===== config.mk =====
export PLATFORM = sky130hd
export DESIGN_NAME = release_coordinator
export DESIGN_NICKNAME = d
export VERILOG_FILES = /design/src/rtl/release_pkg.sv /design/src/rtl/lane_hit_encoder.sv /design/src/rtl/release_coordinator.sv
export SDC_FILE = /design/constraint.sdc
export NUM_CORES = 1
export LEC_CHECK = 0
export ABC_CLOCK_PERIOD_IN_PS = 2500
export CORE_ASPECT_RATIO = 0.9
export CORE_MARGIN = 1
export CORE_UTILIZATION = 28
export CTS_BUF_LIST = sky130_fd_sc_hd__clkbuf_4 sky130_fd_sc_hd__clkbuf_8
export CTS_CLUSTER_DIAMETER = 120
export DETAILED_ROUTE_END_ITERATION = 8
export PLACE_DENSITY_LB_ADDON = 0.3
export RECOVER_POWER = 25
export SETUP_SLACK_MARGIN = 0.3
export SLEW_MARGIN = 20
export SYNTH_ARGS = -nofsm -noshare
export SYNTH_HDL_FRONTEND = slang
export SYNTH_SLANG_ARGS = --single-unit

===== constraint.sdc =====
create_clock -name clk -period 2.5 [get_ports clk]
set_input_delay 0.25 -clock clk [delete_from_list [all_inputs] [get_ports clk]]
set_output_delay 0.25 -clock clk [all_outputs]
set_load 0.1 [all_outputs]

===== src/rtl/release_pkg.sv =====
// Shared types and defaults for the release coordinator.
// Encodes the controller states and the default serial-number width.
package release_pkg;

    typedef enum logic [1:0] {
        IDLE  = 2'd0,
        RUN   = 2'd1,
        DONE  = 2'd2,
        ERROR = 2'd3
    } rc_state_t;

    localparam int unsigned SN_WIDTH_DEFAULT = 32;

endpackage


===== src/rtl/lane_hit_encoder.sv =====
// Classifies the per-lane "next is stored" claims.
// The outputs are: any claim, more than one claim, and the claim vector when it is one-hot.
module lane_hit_encoder #(
    parameter int unsigned NUM_LANES = 4
) (
    input  logic [NUM_LANES-1:0] hits,
    output logic                 any_hit,
    output logic                 multi_hit,
    output logic [NUM_LANES-1:0] onehot
);

    logic seen;

    always_comb begin
        any_hit   = |hits;
        multi_hit = 1'b0;
        seen      = 1'b0;
        for (int unsigned i = 0; i < NUM_LANES; i++) begin
            if (hits[i]) begin
                if (seen) begin
                    multi_hit = 1'b1;
                end
                seen = 1'b1;
            end
        end
        onehot = multi_hit ? '0 : hits;
    end

endmodule


===== src/rtl/release_coordinator.sv =====
// In-order release controller. It owns the global `next` serial and pulses release
// to the single lane that holds `next`. It also flags completion, stalls and conflicting claims.
module release_coordinator
    import release_pkg::*;
#(
    parameter int unsigned NUM_LANES   = 4,
    parameter int unsigned SN_WIDTH    = SN_WIDTH_DEFAULT,
    parameter int unsigned STALL_LIMIT = 1024
) (
    input  logic                 clk,
    input  logic                 resetn,
    input  logic                 start,
    input  logic [SN_WIDTH-1:0]  total_count,
    input  logic [NUM_LANES-1:0] lane_next_in_storage,
    output logic [NUM_LANES-1:0] lane_release,
    output logic [SN_WIDTH-1:0]  next,
    output logic [SN_WIDTH-1:0]  released_count,
    output logic                 last_processed,
    output logic                 busy,
    output logic                 error,
    output logic                 timeout
);

    localparam int unsigned STALL_W = $clog2(STALL_LIMIT + 1);

    rc_state_t            state_q, state_d;
    logic [SN_WIDTH-1:0]  next_q, next_d;
    logic [SN_WIDTH-1:0]  count_q, count_d;
    logic [SN_WIDTH-1:0]  limit_q, limit_d;
    logic [STALL_W-1:0]   stall_q, stall_d;
    logic                 last_q, last_d;
    logic                 error_q, error_d;
    logic                 timeout_q, timeout_d;

    logic                 any_hit;
    logic                 multi_hit;
    logic [NUM_LANES-1:0] onehot;

    lane_hit_encoder #(
        .NUM_LANES(NUM_LANES)
    ) u_hit_enc (
        .hits      (lane_next_in_storage),
        .any_hit   (any_hit),
        .multi_hit (multi_hit),
        .onehot    (onehot)
    );

    always_comb begin
        state_d      = state_q;
        next_d       = next_q;
        count_d      = count_q;
        limit_d      = limit_q;
        stall_d      = stall_q;
        last_d       = last_q;
        error_d      = error_q;
        timeout_d    = timeout_q;
        lane_release = '0;

        unique case (state_q)
            IDLE, DONE: begin
                if (start) begin
                    limit_d = total_count;
                    next_d  = '0;
                    count_d = '0;
                    stall_d = '0;
                    if (total_count == '0) begin
                        last_d  = 1'b1;
                        state_d = DONE;
                    end else begin
                        last_d  = 1'b0;
                        state_d = RUN;
                    end
                end
            end
            RUN: begin
                if (multi_hit) begin
                    error_d = 1'b1;
                    state_d = ERROR;
                end else if (any_hit) begin
                    lane_release = onehot;
                    next_d       = next_q + SN_WIDTH'(1);
                    count_d      = count_q + SN_WIDTH'(1);
                    stall_d      = '0;
                    // The check uses next+1 so a limit of 2^SN_WIDTH-1 finishes before `next` wraps.
                    if (next_d == limit_q) begin
                        last_d  = 1'b1;
                        state_d = DONE;
                    end
                end else begin
                    if (stall_q != STALL_W'(STALL_LIMIT)) begin
                        stall_d = stall_q + STALL_W'(1);
                    end
                    if (stall_q >= STALL_W'(STALL_LIMIT - 1)) begin
                        timeout_d = 1'b1;
                    end
                end
            end
            ERROR: begin
            end
            default: begin
                state_d = IDLE;
            end
        endcase
    end

    always_ff @(posedge clk or negedge resetn) begin
        if (!resetn) begin
            state_q   <= IDLE;
            next_q    <= '0;
            count_q   <= '0;
            limit_q   <= '0;
            stall_q   <= '0;
            last_q    <= 1'b0;
            error_q   <= 1'b0;
            timeout_q <= 1'b0;
        end else begin
            state_q   <= state_d;
            next_q    <= next_d;
            count_q   <= count_d;
            limit_q   <= limit_d;
            stall_q   <= stall_d;
            last_q    <= last_d;
            error_q   <= error_d;
            timeout_q <= timeout_d;
        end
    end

    assign next           = next_q;
    assign released_count = count_q;
    assign last_processed = last_q;
    assign busy           = (state_q == RUN);
    assign error          = error_q;
    assign timeout        = timeout_q;

endmodule


==> Yosys cells after proc, flatten, opt, wreduce, memory -nomap -nowiden <==
Index checks and enable logic that the tools add are counted.
{ "totals": {"reg_bits": 112, "input_bits": 39, "output_inout_bits": 72, "wordCells": 73} }
{ "op_classes": {"n_addsub": 3, "order_cmp": 1, "n_eq_ne": 11, "muxes": 36, "bitwise": 2, "reduce_logical": 12} }
{ "op_table": {"columns": ["cell", "count"], "rows": [
  ["$mux W32", 5],
  ["$pmux W32 S2", 2],
  ["$add A32 B1 Y32 const B", 2],
  ["$mux W11", 4],
  ["$eq A32 B32 Y1", 1],
  ["$logic_not A32 Y1", 1],
  ["$pmux W11 S2", 1],
  ["$reduce_and A4 Y1", 4],
  ["$mux W1", 14],
  ["$mux W4", 3],
  ["$add A11 B1 Y11 const B", 1],
  ["$ge A11 B10 Y1 const B", 1],
  ["$ne A11 B11 Y1 const B", 1],
  ["$mux W2", 5],
  ["$ne A3 B1 Y1 const B", 3],
  ["$reduce_and A5 Y1", 1],
  ["$ne A2 B1 Y1 const B", 2],
  ["$ne A2 B2 Y1 const B", 2],
  ["$pmux W2 S2", 1],
  ["$reduce_and A2 Y1", 2],
  ["$reduce_or A4 Y1", 1],
  ["$eq A2 B1 Y1 const B", 1],
  ["$eq A2 B2 Y1 const B", 1],
  ["$logic_not A2 Y1", 1],
  ["other kinds (4)", 5]
]} }

==> Depth between registers and ports, before layout <==
{ "depth": {"ltp_word": 9, "depth_mapped": 9, "mapped_depth_nobuf": 8} }

==> Cells and area by module <==
Synthesis repeated with hierarchy kept, for this count alone.
{ "unflattened": {"cells_unflattened": 760, "hier_area_um2": 6449.9} }
{ "by_module_without_submodules": {"columns": ["mod", "instances", "cells_each", "area_each_um2", "seq_area_each_um2"], "rows": [
  ["release_coordinator", 1, 752, 6388.6, 2802.7],
  ["lane_hit_encoder", 1, 8, 61.3, 0.0]
]} }

==> Worst setup path after synthesis <==
OpenSTA, ideal clock, no wires.
{ "synth_path": {"path_type": "flip-flop to flip-flop", "start": "register next_q[2], in the netlist next[2]", "end": "register state_q[0]", "setup_time_ns": 0.119, "t_arrival_ns": 3.194, "required_time_ns": 2.381, "setup_slack_ns": -0.813, "path_stages_with_launch": 9, "n_path_buf": 1, "synth_period_minus_slack_ns": 3.313, "path_cell_list": "dfrtp_1 > buf_2 > nand4_4 > nor4_2 > and4_1 > mux2_2 > nor4_1 > nand4_1 > o21ba_1"} }
{ "synth_between": {"elab_chain_cells": 4} }
{ "synth_rtl": {"columns": ["element", "line_no", "source"], "rows": [
  ["start, declared", "release_coordinator.sv:27", "logic [SN_WIDTH-1:0] next_q, next_d;"],
  ["start signal, assigned", "release_coordinator.sv:118", "next_q <= next_d;"],
  ["$add A32 B1 Y32", "release_coordinator.sv:81", "next_d = next_q + SN_WIDTH'(1);"],
  ["$eq A32 B32 Y1", "release_coordinator.sv:85", "if (next_d == limit_q) begin"],
  ["$ne A3 B1 Y1 (no source line)", null, null],
  ["$reduce_and A4 Y1 (no source line)", null, null],
  ["end signal, assigned", "release_coordinator.sv:117", "state_q <= state_d;"],
  ["end, declared", "release_coordinator.sv:26", "rc_state_t state_q, state_d;"]
]} }
No other way between the ends.
A chain may end at the register's enable or synchronous reset.

==> Worst setup path after layout <==
{ "layout_path": {"start": "register next_q[10], in the netlist next[10]", "end": "register state_q[0]"} }
Same word-level chain as after synthesis.

==> out/results.tsv <==
metric	value	unit
final_area	0.00982	sq mm
ff_latch_area	0.00293	sq mm
ant_nets	0	
yosys_warnings	0	
cts.sinks	112	
die_area	0.0243	sq mm
routed_wirelength	22400	microns
dpl_cell_area	0.00895	sq mm
wl_per_cell	16.8	microns
timing.hold.ws	144	ps
synth.cell_area	0.00662	sq mm
crit_fanout	4	
status	complete, but fails checks	
place_congestion	0.946	
numCtsBuffers	9	
path_buf_inv	2	
antenna_cells	0	
ir_worst_vdd	0.208	mV
area_delta_synth_final	48.2	%
cp.required	2780	ps
tightest_slew	1650	ps
synth_edf_count	0	
ys_top_cells_by_area	dfrtp_1, nand2_1, o21ai_0	
setup_slack	-8.23	ps
htree_levels	3	
final.min_clock_period	2510	ps
io_pins	111	
grt_max_degree	65	
max_freq	399	MHz
slowest_delay	520	ps
synth-seq-cells	112	
leakage	4.39	nW
core	0.0233	sq mm
clkSlewWorstSetupHoldPaths	130	ps
grt.total_usage	18.8	%
violations	capacitance limit, slew limit, setup timing	
synth_cells	800	
antenna_found_initial	0	
synth_nets	843	
io_buffers	110	
die_w	164	microns
drive_gt1_share	35.7	%
root_buffer	clkbuf_8	
dp_cells	1281	
insertion_delay	410	ps
synth_cell_type_count	61	
cap_violations	1	
fin_crit_sh	100	%
die_y	148	microns
slew_violations	65	
grt_pass1_wl	35400	microns
skew	26.8	ps
row_count	53	
initial_core_util	28.5	%
crit_top_cell	buf_4	
dpl.hpwl	16700	microns
crit_chain	buf_4 -> xor2_1 -> or4b_4 -> a221oi_2 -> buf_4 -> o211ai_1 -> nor4_4 -> nand4_1 -> o21ba_1	
worstSetupEndpointType	flop	
crit_arrival	2790	ps
fillers	2305	
clock_path_buffers	2	
critical_path.slowest_cell	dfrtp_4	
dr.pass1.iters	5	
grt_pass1_vias	6432	
power_density	449	mW/mm^2
grt.overflow.total	0	
dp_slack	-149	ps
cts_tree	built	
min_path_type	input port to async pin	
crit_family	simple AND/OR/NAND/NOR gates	
synth.yosys.seq_area_share	42.3	%
finalHoldViolations	0	
cp-start-kind	flop	
setup_viol	1	
drtIter0Drc	376	
multi_input_area	0.00408	sq mm
vias	6773	
slew_headroom	-10.3	%
postSynthAreaPerCell	8.28	sq um
ys.flop_type	dfrtp_1	
synthArstFlopShare	100	%
yosys.area.top_type	dfrtp_1	
drc	0	
fin_nets	1067	
yosys.area.top_type_share	42.3	%
critPathKind	flop to flop	
viasPerCell	5.09	
grt_setup_unrepaired	true	
fin_cells	1331	
-- through the flow --
stage / power, mW / utilization [%] / TNS, ps
floorplan: 2.77 / - / -249
global placement: 3.17 / 38.4 / -1560
detailed placement: 3.18 / 38.4 / -2240
CTS: 4.42 / 40.4 / 0
global route: 4.61 / 42.2 / -614
finish: 4.41 / 42.2 / -8.23
-- routing by layer --
layer	routed length [microns]	global-route usage, %
met4	373	4.68
met5	0	0
met3	1350	3.17
met1	10900	28.2
met2	9810	27.6
-- worst reg2reg max path, cell delays in order, from the launching register on --
cell	delay (ps)
dfrtp_4	520
buf_4	140
xor2_1	200
or4b_4	490
a221oi_2	180
buf_4	150
o211ai_1	120
nor4_4	160
nand4_1	210
o21ba_1	230
-- logic make-up (layout without fill, tap and decap cells) --
family                   after synthesis  in the layout  synth area share [%]
adder cells (fa/ha/maj)                5              5                 0.907
AO/OA/AOI/OAI                        153            153                  14.5
multiplexers                           2              2                 0.321
flip-flops                           112            112                  42.3
buffers and inverters                 57            286                  3.55
AND/OR/NAND/NOR                      405            405                  29.7
XOR/XNOR                              66             66                  8.73
-- cell type report --
class	instances	share of cell area, %
multi-input combinational	631	41.5
inverter	13	0.535
clock inverter	7	0.879
timing repair buffer	257	22.1
tap	302	3.85
clock buffer	9	1.26
sequential	112	29.8
-- sequential cells by signal, indices dropped and copies added, names as in the netlist --
signal,count
next,32
last_processed,1
error,1
limit_q,32
state_q,2
timeout,1
stall_q,11
released_count,32
-- layout by cell type, fill, tap and decap left out, types with 9 or more instances in the layout --
master	instances
dfrtp_1	65
nor4_1	17
a21oi_1	20
nand4_1	29
inv_1	11
or3_1	10
o21ai_0	55
buf_6	19
xnor2_1	29
o31ai_1	10
nand3_1	20
xor2_1	37
clkdlybuf4s50_1	34
buf_4	190
and3_1	15
nor2_1	73
nand2_1	150
a31oi_1	9
dfrtp_4	27
dfrtp_2	20
clkbuf_8	9
-- power breakdown --
part / internal (mW) / switching [mW] / leakage [nW]
Combinational: 0.395 / 0.728 / 2.88
Sequential: 1.94 / 0.142 / 1.40
Clock: 0.484 / 0.720 / 0.107
-- Yosys cell counts, types with 9 or more instances --
library cell and instances:
nand2_1 157, dfrtp_1 112, nor2_1 77, o21ai_0 65, xor2_1 37, nor4_1 31, nand4_1 29, xnor2_1 29
clkbuf_1 25, nand3_1 25, a21oi_1 24, and3_1 15, nor3_1 15, or3_1 14, inv_1 13, buf_2 12
o31ai_1 11, a31oi_1 9
-- repair_timing --
action,4_1_cts,5_1_grt
hold buffers,1,0
setup buffers,13,20
pin swaps,21,40
cloned,0,0
endpoints found under the hold margin,112,0
resized for setup,35,70
endpoints found under the setup margin,18,52
-- worst paths after layout --
check / from / to / slack, ps / depth (start not counted)
worst max-delay path: next[10] / state_q[0] / -8 / 9
worst min-delay path: resetn / released_count[6] / 140 / 2
worst max register to register: next[10] / state_q[0] / -8 / 9
worst min register to register: error / error / 500 / 1
max in group asynchronous: resetn / next[0] / 330 / 3
min in group clk: total_count[10] / limit_q[10] / 390 / 3
(Power assumes the default switching activity.)
